File: config.mk
export PLATFORM = sky130hd
export DESIGN_NAME = rd_slot_arbiter
export DESIGN_NICKNAME = d
export VERILOG_FILES = /design/src/rtl/rd_slot_arbiter.sv
export SDC_FILE = /design/constraint.sdc
export NUM_CORES = 1
export LEC_CHECK = 0
export CAP_MARGIN = 30
export CORE_MARGIN = 2
export CORE_UTILIZATION = 57
export DETAILED_ROUTE_END_ITERATION = 6
export DONT_BUFFER_PORTS = 1
export GPL_TIMING_DRIVEN = 0
export PLACE_DENSITY = 0.72
export REMOVE_ABC_BUFFERS = 1
export SKIP_CTS_REPAIR_TIMING = 1
export SYNTH_ARGS = -nofsm -noshare
export SYNTH_HDL_FRONTEND = slang
export SYNTH_SLANG_ARGS = --single-unit
File: constraint.sdc
create_clock -name clk -period 12.6 [get_ports clk]
set_clock_uncertainty 0.05 [all_clocks]
set_input_delay 2.52 -clock clk [delete_from_list [all_inputs] [get_ports clk]]
set_output_delay 2.52 -clock clk [all_outputs]
set_load 0.01 [all_outputs]
File: src/rtl/rd_slot_arbiter.sv
// Round-robin arbiter that shares one buffer read port among N_CH requesters.
// A single slot sequencer drives the word address and a timed rd strobe for the granted channel.
module rd_slot_arbiter #(
    parameter int N_CH     = 5,
    parameter int WORDS    = 18,
    parameter int AW       = 5,
    parameter int SLOT     = 64,
    parameter int RD_START = 40,
    parameter int RD_LEN   = 4
) (
    input  logic            clk,
    input  logic            rst,
    input  logic [N_CH-1:0] req,
    input  logic [N_CH-1:0] en,
    output logic [N_CH-1:0] grant,
    output logic [2:0]      rd_sel,
    output logic [AW-1:0]   rd_adr,
    output logic            rd,
    output logic [N_CH-1:0] done,
    output logic            busy
);
    localparam int CW = (SLOT > 1) ? $clog2(SLOT) : 1;
    localparam logic [CW-1:0] CNT_LAST  = CW'(SLOT - 1);
    localparam logic [CW-1:0] RD_ON     = CW'(RD_START);
    localparam logic [CW-1:0] RD_OFF    = CW'(RD_START + RD_LEN - 1);
    localparam logic [AW-1:0] WORD_LAST = AW'(WORDS - 1);

    localparam logic [0:0] IDLE  = 1'b0;
    localparam logic [0:0] BURST = 1'b1;

    logic [N_CH-1:0] sync1;
    logic [N_CH-1:0] sync2;
    logic [N_CH-1:0] prev;
    logic [N_CH-1:0] pending;
    logic [N_CH-1:0] capture;
    logic [N_CH-1:0] finish;
    logic [0:0]      state;
    logic [2:0]      last;
    logic [2:0]      pick;
    logic [CW-1:0]   cnt;
    logic [CW-1:0]   cnt_nx;
    logic            slot_end;
    logic            burst_end;

    assign capture   = sync2 & ~prev & en;
    assign slot_end  = (state == BURST) && (cnt == CNT_LAST);
    assign burst_end = slot_end && (rd_adr == WORD_LAST);
    assign finish    = burst_end ? grant : '0;
    assign cnt_nx    = slot_end ? '0 : cnt + CW'(1);

    // Scan from the farthest offset down so the nearest pending channel after last wins.
    always_comb begin
        int idx;
        // NOTE: every variable written here gets a default first, so no latch is inferred.
        idx  = 0;
        pick = '0;
        for (int off = N_CH; off >= 1; off--) begin
            idx = (int'(last) + off) % N_CH;
            if (pending[idx]) pick = 3'(idx);
        end
    end

    // NOTE: non-blocking assignments make every flop below see pre-edge values.
    always_ff @(posedge clk or negedge rst) begin
        if (!rst) begin
            sync1   <= '0;
            sync2   <= '0;
            prev    <= '0;
            pending <= '0;
            state   <= IDLE;
            last    <= 3'(N_CH - 1);
            grant   <= '0;
            rd_sel  <= '0;
            rd_adr  <= '0;
            rd      <= 1'b0;
            done    <= '0;
            busy    <= 1'b0;
            cnt     <= '0;
        end else begin
            sync1   <= req;
            sync2   <= sync1;
            prev    <= sync2;
            // The finishing channel's clear beats a same-cycle capture of that channel.
            pending <= (pending | capture) & ~finish;
            done    <= finish;
            case (state)
                IDLE: begin
                    if (|pending) begin
                        state  <= BURST;
                        grant  <= N_CH'(1) << pick;
                        rd_sel <= pick;
                        busy   <= 1'b1;
                        cnt    <= '0;
                        rd_adr <= '0;
                    end
                end
                BURST: begin
                    cnt <= cnt_nx;
                    rd  <= (cnt_nx >= RD_ON) && (cnt_nx <= RD_OFF);
                    if (burst_end) begin
                        state  <= IDLE;
                        grant  <= '0;
                        rd_sel <= '0;
                        rd_adr <= '0;
                        busy   <= 1'b0;
                        last   <= rd_sel;
                    end else if (slot_end) begin
                        rd_adr <= rd_adr + AW'(1);
                    end
                end
                default: state <= IDLE;
            endcase
        end
    end
endmodule

==> results of run 1 <==
==> power breakdown <==
part           internal (W)  switching [W]  leakage, nW
Sequential         0.000163    0.000000910        0.603
Combinational   0.000000395    0.000000420        0.975
Clock             0.0000390      0.0000519       0.0441
Total              0.000202      0.0000533         1.62
==> area by class of cell <==
type                    instances  area, sq um  area share
multi-input cells             309         2230       0.589
flip-flops and latches         50         1250       0.331
inverters                      30          113      0.0297
clock buffers                   5         68.8      0.0182
clock inverters                 3         21.3     0.00561
repair buffers                  1         5.00     0.00132
well taps                      77         96.3      0.0254
==> layout by cell type, fill, tap and decap left out, drive strengths merged, types with 4 or more instances in the layout <==
master / Yosys / routed
o211ai: 6 / 6
a22o: 7 / 7
xor2: 5 / 5
nor2b: 5 / 5
nor4: 4 / 4
a2111oi: 5 / 5
xnor2: 11 / 11
nand2: 41 / 41
nand3: 12 / 12
nand2b: 8 / 8
nor3: 5 / 5
dfrtp: 49 / 49
and2: 8 / 8
ha: 26 / 26
nor2: 29 / 29
clkbuf: 9 / 5
inv: 30 / 30
a211o: 4 / 4
mux2i: 7 / 7
o21ai: 21 / 21
a221oi: 4 / 4
a31oi: 7 / 7
a211oi: 4 / 4
a21oi: 25 / 25
==> critical path, delay by kind of cell, from the launching register on <==
family	cells	cell delay, ps
AOI/OAI and AO/OA	5	1550
adders and majority gates	3	1380
DFF	1	990
and+or+nand+nor	4	870
buffers and inverters	2	600
xor gates and xnor gates	1	410
==> path summary, 6_finish.rpt <==
kind,start,endpoint,slack [ps],cells after the start
min in group asynchronous,rst,done[1]$_DFF_PN0_,1850,0
worst max register to register,last[0]$_DFFE_PN0P_,grant[0]$_DFFE_PN0P_,6600,15
worst max-delay path,last[0]$_DFFE_PN0P_,grant[0]$_DFFE_PN0P_,6600,15
max in group asynchronous,rst,last[2]$_DFFE_PN1P_,10460,0
worst min register to register,sync1[2]$_DFF_PN0_,sync2[2]$_DFF_PN0_,310,0
worst min-delay path,sync1[2]$_DFF_PN0_,sync2[2]$_DFF_PN0_,310,0
==> flip-flops by register name (all words and copies together) (netlist names), 3 cells and up <==
| signal | cells |
|---|---|
| rd_sel | 3 |
| done | 5 |
| pending | 5 |
| sync1 | 5 |
| cnt | 6 |
| last | 3 |
| sync2 | 5 |
| rd_adr | 5 |
| prev | 5 |
| grant | 5 |
==> cells by family after synthesis <==
kind of cell / share of synthesized area
DFF: 0.339
buffers and inverters: 0.0575
xor gates and xnor gates: 0.0511
adders and majority gates: 0.0880
and+or+nand+nor: 0.186
AOI/OAI and AO/OA: 0.248
muxes: 0.0311
==> per-stage QoR <==
stage / hold slack (ps) / power, W / std cells / cell area [sq um]
finish: 306 / 0.000256 / 475 / 3790
global route: 313 / 0.000263 / 475 / 3790
CTS: 310 / 0.000258 / 475 / 3790
detailed placement: 288 / 0.000168 / 467 / 3700
global placement: 282 / 0.000168 / 466 / 3690
floorplan: 281 / 0.000167 / 389 / 3600
==> metal layers <==
metal / track usage / part of all wire / up-vias
met5: 0 / 0 / -
met4: 0.0736 / 0.0099 / 0
met3: 0.0364 / 0.055 / 9
met2: 0.361 / 0.47 / 68
met1: 0.322 / 0.47 / 1437
li1: - / - / 1462
==> flow_metrics.tcl, run 1 <==
set metrics [dict create \
    outcome "completed" \
    die-area_sq_um 7150 \
    grt_pass1_vias 2858 \
    fin_util 0.600 \
    finalHoldViolations 0 \
    layout_setup_ws_ps 6600 \
    tightestPinTransition_ps 973 \
    critPathSlowestCell "dfrtp_1" \
    synth_most_common_cell "dfrtp_1" \
    slowest_delay_ps 990 \
    core_sq_um 6310 \
    ys_seq_elements 50 \
    area_growth_syn_to_layout_pct 2.47 \
    clkLatencyLatePin_ps 300 \
    gp_congestion 0.855 \
    yosys_warnings 0 \
    peakVddDrop_uv 99.5 \
    viasPerCell 6.27 \
    routedWlPerCell_um 16.6 \
    clk_pin_slew_worst_paths_ps 90 \
    slew_headroom 0.351 \
    layout-drive-gt1-share 0.113 \
    async_flop_share 1.00 \
    netlist_area_sq_um 3700 \
    avgSynthCellArea_sq_um 9.13 \
    fin_crit_ps 6000 \
    hpwlAfterDp_um 5750 \
    nets 435 \
    die_w_um 84.5 \
    totalWireLength_um 7890 \
    grt_pass1_wl_um 13400 \
    grtUsageTotal 0.228 \
    crit_path_end_kind "flop" \
    cts-root-buf "clkbuf_8" \
    ant_nets 0 \
    crit_fanout 28 \
    numCtsBuffers 5 \
    fin_crit_sh 0.476 \
    n_antenna_cell 0 \
    grt_max_degree 51 \
    synth_top_cells_by_count "dfrtp_1, nand2_1, nor2_1" \
    arrival_ps 6110 \
    io_buffers 0 \
    synthFlopType "dfrtp_1" \
    setup_tns_ps 0 \
    antenna_found_initial 0 \
    grt_setup_unrepaired "no" \
    seq_area_frac_synth 0.339 \
    cts_sinks 50 \
    fillers 565 \
    p_leak_nw 1.62 \
    first_iter_violations 292 \
    netlist.area_leader.share 0.332 \
    io_pins 32 \
    timing.critical_path.mode_cell "ha_1" \
    synth_top_cells_by_area "dfrtp_1, ha_1, nand2_1" \
    grt_overflow 0 \
    start_util 0.586 \
    critical_path_class "reg -> reg" \
    rows 29 \
    h-tree-depth 2 \
    synth_edf_count 0 \
    fmax_ghz 0.167 \
    drc_errors 0 \
    required_ps 12720 \
    yosysTopAreaCell "dfrtp_1" \
    cp-start-kind "flop" \
    powerDensity_nw_per_um2 67.4 \
    drv_slew 0 \
    dieHeight_um 84.5 \
    path_cells "inv_1 > ha_1 > ha_1 > nor4b_1 > nor3_2 > xnor2_1 > ha_1 > inv_1 > o22a_2 > nor2_1 > nand3_1 > a2111oi_0 > o21ai_0 > a21oi_1 > o41ai_1" \
    dr.pass1.iters 4 \
    num_vias 2976 \
    setup_viol 0 \
    place_ws_ps 6680 \
    synth_cell_types 85 \
    postSynthCellCount 405 \
    hold_path_class "reg -> reg" \
    cts_max_path_buffers 2 \
    cts_tree "built" \
    cap_violations 0 \
]
Note: power is estimated with default switching activity, not from simulation.
==> run 2, diff against run 1 <==
--- a/config.mk
+++ b/config.mk
@@ -11,7 +11,7 @@
 export DETAILED_ROUTE_END_ITERATION = 6
 export DONT_BUFFER_PORTS = 1
 export GPL_TIMING_DRIVEN = 0
-export PLACE_DENSITY = 0.72
+export PLACE_DENSITY = 0.75
 export REMOVE_ABC_BUFFERS = 1
 export SKIP_CTS_REPAIR_TIMING = 1
 export SYNTH_ARGS = -nofsm -noshare
==> constraint.sdc (replaced) <==
create_clock -name clk -period 5.5 [get_ports clk]
set_clock_uncertainty 0.05 [all_clocks]
set_input_delay 1.1 -clock clk [delete_from_list [all_inputs] [get_ports clk]]
set_output_delay 1.1 -clock clk [all_outputs]
set_load 0.01 [all_outputs]
==> flow_metrics.tcl, run 2 (synthesis results as in run 1) <==
set metrics [dict create \
    ff2ff_setup_slack_ps 560 \
    grt_pass1_vias 2840 \
    cts_sinks 50 \
    first_iter_violations 250 \
    grt_setup_unrepaired "no" \
    viasPerCell 6.30 \
    gp_congestion 0.926 \
    io_pins 32 \
    fillers 561 \
    totalWireLength_um 8030 \
    arrival_ps 5100 \
    io_buffers 0 \
    comb_power_share 0.003 \
    num_vias 3020 \
    grt_max_degree 51 \
    largest_reg_flops 6 \
    cts-root-buf "clkbuf_8" \
    powerDensity_nw_per_um2 164 \
    layout-drive-gt1-share 0.127 \
    core_sq_um 6310 \
    setup_tns_ps 0 \
    p_sw_w 0.000123 \
    p_leak_nw 1.64 \
    tightestPinTransition_ps 776 \
    busiest_layer "met2" \
    finalHoldViolations 0 \
    cts_max_path_buffers 2 \
    top_register "cnt" \
    layout_setup_ws_ps 555 \
    p_int_w 0.000510 \
    die_w_um 84.5 \
    clk_pin_slew_worst_paths_ps 90 \
    final_common_cell "dfrtp_1" \
    h-tree-depth 2 \
    n_antenna_cell 0 \
    fin_crit_ps 4940 \
    timing.critical_path.mode_cell "ha_1" \
    required_ps 5650 \
    clkLatencyLatePin_ps 300 \
    crit_fanout 28 \
    netSwitchingFraction 0.194 \
    slowest_delay_ps 660 \
    peakVddDrop_uv 201 \
    ant_nets 0 \
    critPathSlowestCell "dfrtp_4" \
    dieHeight_um 84.5 \
    nets 439 \
    place_ws_ps -479 \
    fmax_ghz 0.202 \
    cts_tree "built" \
    cap_violations 0 \
    start_util 0.586 \
    cp-start-kind "flop" \
    routedWlPerCell_um 16.8 \
    hold_path_class "reg -> reg" \
    grt_pass1_wl_um 13600 \
    drv_slew 0 \
    area_growth_syn_to_layout_pct 4.13 \
    crit_path_end_kind "flop" \
    grt_overflow 0 \
    met1_usage 0.330 \
    path_cells "clkinvlp_4 > ha_2 > ha_1 > nor4b_1 > nor3_2 > xnor2_1 > ha_1 > inv_1 > o22a_2 > a2111oi_2 > o211ai_1 > a2111oi_0 > a21oi_1 > a31o_1 > a32o_2" \
    outcome "completed" \
    hpwlAfterDp_um 5890 \
    fin_crit_sh 0.899 \
    rows 29 \
    grtUsageTotal 0.233 \
    use_met3 0.0354 \
    p_clk_frac 0.404 \
    seqPwrFrac 0.593 \
    final_cell_mix "dfrtp_1, nand2_1, nor2_1" \
    critical_path_class "reg -> reg" \
    dr.pass1.iters 4 \
    die-area_sq_um 7150 \
    antenna_found_initial 0 \
    setup_viol 0 \
    numCtsBuffers 5 \
    slew_headroom 0.481 \
    drc_errors 0 \
    grt_use_met2 0.374 \
]
==> run 2: metrics by stage <==
stage          hold WS [ps]  power (W)  utilization  cells  cell area [sq um]
4_1_cts                 317   0.000639        0.603    475               3810
5_1_grt                 319   0.000655        0.610    479               3850
3_3_place_gp            282   0.000384        0.585    466               3690
3_5_place_dp            287   0.000385        0.586    467               3700
2_1_floorplan           281   0.000383            -    389               3600
6_report                314   0.000633        0.610    479               3850
==> run 2: power groups by stage <==
stage / clock network, W / registers [W] / logic, W
2_1_floorplan: 0 / 0.000382 / 0.00000162
3_3_place_gp: 0 / 0.000382 / 0.00000192
3_5_place_dp: 0 / 0.000383 / 0.00000199
4_1_cts: 0.000261 / 0.000375 / 0.00000201
5_1_grt: 0.000277 / 0.000376 / 0.00000231
6_report: 0.000255 / 0.000375 / 0.00000201
==> run 2: layout make-up <==
class | instances | area [sq um] | area share
repair buffers | 5 | 35.0 | 0.00910
well taps | 77 | 96.3 | 0.0250
inverters | 30 | 116 | 0.0302
clock buffers | 6 | 72.6 | 0.0188
multi-input cells | 309 | 2240 | 0.581
flip-flops and latches | 50 | 1260 | 0.326
clock inverters | 2 | 37.5 | 0.00975
==> run 2: worst paths after layout <==
check                                    startpoint                   end  cells after the start
worst max-delay path            last[0]$_DFFE_PN0P_  grant[1]$_DFFE_PN0P_                     15
worst min-delay path             sync1[2]$_DFF_PN0_    sync2[2]$_DFF_PN0_                      0
worst max register to register  last[0]$_DFFE_PN0P_  grant[1]$_DFFE_PN0P_                     15
worst min register to register   sync1[2]$_DFF_PN0_    sync2[2]$_DFF_PN0_                      0
max in group asynchronous                       rst   last[2]$_DFFE_PN1P_                      0
min in group asynchronous                       rst    sync1[4]$_DFF_PN0_                      0
==> run 2: routing by layer <==
metal  vias to the layer above  part of all wire  wire length (um)
li1                       1475                 -                 -
met1                      1481              0.47              3770
met2                        53              0.48              3820
met3                        11             0.041               327
met4                         0             0.014               114
met5                         -                 0                 0
==> run 2: worst max-delay path: cells and delay by family, from the launching register on <==
| family | cells | cell delay, ps |
|---|---|---|
| buffers and inverters | 2 | 370 |
| DFF | 1 | 660 |
| and+or+nand+nor | 2 | 580 |
| AOI/OAI and AO/OA | 7 | 1700 |
| adders and majority gates | 3 | 1040 |
| xor gates and xnor gates | 1 | 420 |
==> run 3, diff against run 2 <==
--- a/config.mk
+++ b/config.mk
@@ -5,6 +5,7 @@
 export SDC_FILE = /design/constraint.sdc
 export NUM_CORES = 1
 export LEC_CHECK = 0
+export ABC_AREA = 1
 export CAP_MARGIN = 30
 export CORE_MARGIN = 2
 export CORE_UTILIZATION = 57
==> flow_metrics.tcl, run 3 <==
set metrics [dict create \
    n_antenna_cell 0 \
    hold_path_class "reg -> reg" \
    crit_fanout 16 \
    drc_errors 0 \
    critPathSlowestCell "dfrtp_1" \
    crit_path_end_kind "flop" \
    cts-root-buf "clkbuf_8" \
    grt_max_degree 51 \
    numCtsBuffers 5 \
    slew_headroom 0.620 \
    dr.pass1.iters 5 \
    ys_seq_elements 50 \
    synth_top_cells_by_count "nand2_1, inv_1, nand3_1" \
    cp-startpoint "last[0]$_DFFE_PN0P_" \
    regToRegStartpoint "last[0]$_DFFE_PN0P_" \
    grtUsageTotal 0.229 \
    cts_max_path_buffers 2 \
    synth_most_common_cell "nand2_1" \
    peakVddDrop_uv 184 \
    num_vias 2789 \
    die-area_sq_um 6580 \
    netlist.area_leader.share 0.362 \
    fin_crit_ps 4600 \
    slowest_delay_ps 700 \
    avgSynthCellArea_sq_um 7.58 \
    drv_slew 0 \
    area_growth_syn_to_layout_pct 5.50 \
    core_sq_um 5820 \
    synthFlopType "dfrtp_1" \
    cp_num_buf_inv 3 \
    cp-start-kind "flop" \
    postSynthCellCount 447 \
    fmax_ghz 0.218 \
    h-tree-depth 2 \
    grt_pass1_wl_um 11700 \
    powerDensity_nw_per_um2 178 \
    hpwlAfterDp_um 5380 \
    dieHeight_um 81.1 \
    fillers 520 \
    timing.critical_path.mode_cell "nand2_1" \
    layout-drive-gt1-share 0.113 \
    min-delay-start "sync1[0]$_DFF_PN0_" \
    top_register "cnt" \
    setup_tns_ps 0 \
    yosysTopAreaCell "dfrtp_1" \
    yosys_warnings 0 \
    grt_overflow 0 \
    nets 488 \
    largest_reg_flops 6 \
    rr_worst_depth 25 \
    antenna_found_initial 0 \
    cap_violations 0 \
    ant_nets 0 \
    grt_pass1_vias 2534 \
    finalHoldViolations 0 \
    gp_congestion 0.930 \
    hold_depth 0 \
    hold_end "sync2[0]$_DFF_PN0_" \
    ff2ff_setup_slack_ps 900 \
    critical_path_class "reg -> reg" \
    cts_tree "built" \
    rows 28 \
    synth_cell_types 40 \
    final_common_cell "nand2_1" \
    clk_pin_slew_worst_paths_ps 80 \
    synth_top_cells_by_area "dfrtp_1, nand2_1, ha_1" \
    start_util 0.583 \
    r2r_end "grant[1]$_DFFE_PN0P_" \
    netlist_area_sq_um 3390 \
    cp_top_family "simple AND/OR/NAND/NOR gates" \
    io_pins 32 \
    tightestPinTransition_ps 568 \
    seq_area_frac_synth 0.370 \
    final_cell_mix "nand2_1, inv_1, nand3_1" \
    arrival_ps 4790 \
    outcome "completed" \
    viasPerCell 5.30 \
    io_buffers 0 \
    totalWireLength_um 6950 \
    clkLatencyLatePin_ps 300 \
    dpl_cell_area_sq_um 3460 \
    cts_sinks 50 \
    layout_setup_ws_ps 905 \
    fin_crit_sh 0.835 \
    die_w_um 81.1 \
    required_ps 5690 \
    first_iter_violations 170 \
    p_leak_nw 1.79 \
    place_ws_ps 911 \
    async_flop_share 1.00 \
    fin_util 0.615 \
    synth_edf_count 0 \
    setup_viol 0 \
    grt_setup_unrepaired "no" \
    routedWlPerCell_um 13.2 \
    final_area_sq_um 3570 \
]
-- run 3: cell types whose count changed after synthesis, sizes merged, moves of 6 or more --
cell	previous run	this run
nand2	41	135
a22o	7	1
xnor2	11	1
and2	8	0
nand3	12	56
a21oi	25	16
clkbuf	9	1
inv	30	63
mux2i	7	1
nand2b	8	0
a31oi	7	0
-- run 3: routing by layer --
| layer | wire length [um] | global-route usage |
|---|---|---|
| met5 | 0 | 0 |
| met4 | 128 | 0.0780 |
| met3 | 263 | 0.0400 |
| met2 | 3050 | 0.353 |
| met1 | 3500 | 0.326 |
-- run 3: through the flow --
step | cells | hold slack (ps) | power [W]
after floorplan | 443 | 281 | 0.000383
after global placement | 518 | 283 | 0.000383
after detailed placement | 518 | 288 | 0.000383
after CTS | 526 | 311 | 0.000644
after global routing | 526 | 324 | 0.000658
final | 526 | 306 | 0.000635
-- run 3: final cells by class --
type,count,area (sq um),share of cell area
Multi-Input combinational cell,329,1870,0.524
Sequential cell,50,1250,0.350
Inverter,64,240,0.0672
Tap cell,75,93.8,0.0263
Clock buffer,7,86.3,0.0242
Clock inverter,1,30.0,0.00840
-- run 3: cells by family (layout without fill, tap and decap cells) --
family                     count (synthesis)  count (layout)  synth area share
muxes                                      1               1           0.00295
adders and majority gates                 26              26            0.0960
buffers and inverters                     68              72            0.0779
xor gates and xnor gates                   8               8            0.0251
DFF                                       50              50             0.370
AOI/OAI and AO/OA                         58              58             0.103
and+or+nand+nor                          236             236             0.326
-- run 3: where the power goes --
group | internal, W | leakage, nW | switching, W
clock | 0.000148 | 0.0585 | 0.000111
sequential | 0.000373 | 0.603 | 0.00000187
combinational | 0.000000955 | 1.13 | 0.000000385
-- run 3: worst max-delay path by stage --
stage                           end  slack (ps)  cells past startpoint
5_1_grt        grant[0]$_DFFE_PN0P_         390                     24
4_1_cts        grant[0]$_DFFE_PN0P_         880                     22
3_5_place_dp   grant[0]$_DFFE_PN0P_         910                     22
2_1_floorplan  grant[0]$_DFFE_PN0P_        1660                     22
6_report       grant[1]$_DFFE_PN0P_         900                     25
3_3_place_gp   grant[0]$_DFFE_PN0P_         920                     22
-- run 3: worst register-to-register path, cell delays in order, from the launching register on --
cell	delay, ps
dfrtp_1	700
inv_1	430
ha_1	630
ha_1	330
nor2_1	90
nand3_1	80
nand2_1	110
xor2_1	310
ha_1	230
inv_1	50
or2_2	290
nand3_4	120
nand3_2	130
nand2_2	150
nand2_1	60
nand3_1	60
nand3_1	80
nor2_1	100
nor2_1	60
nand2_1	80
nand3_2	70
nand2_2	80
nand3_2	100
inv_1	70
nand2_1	40
nand2_1	50
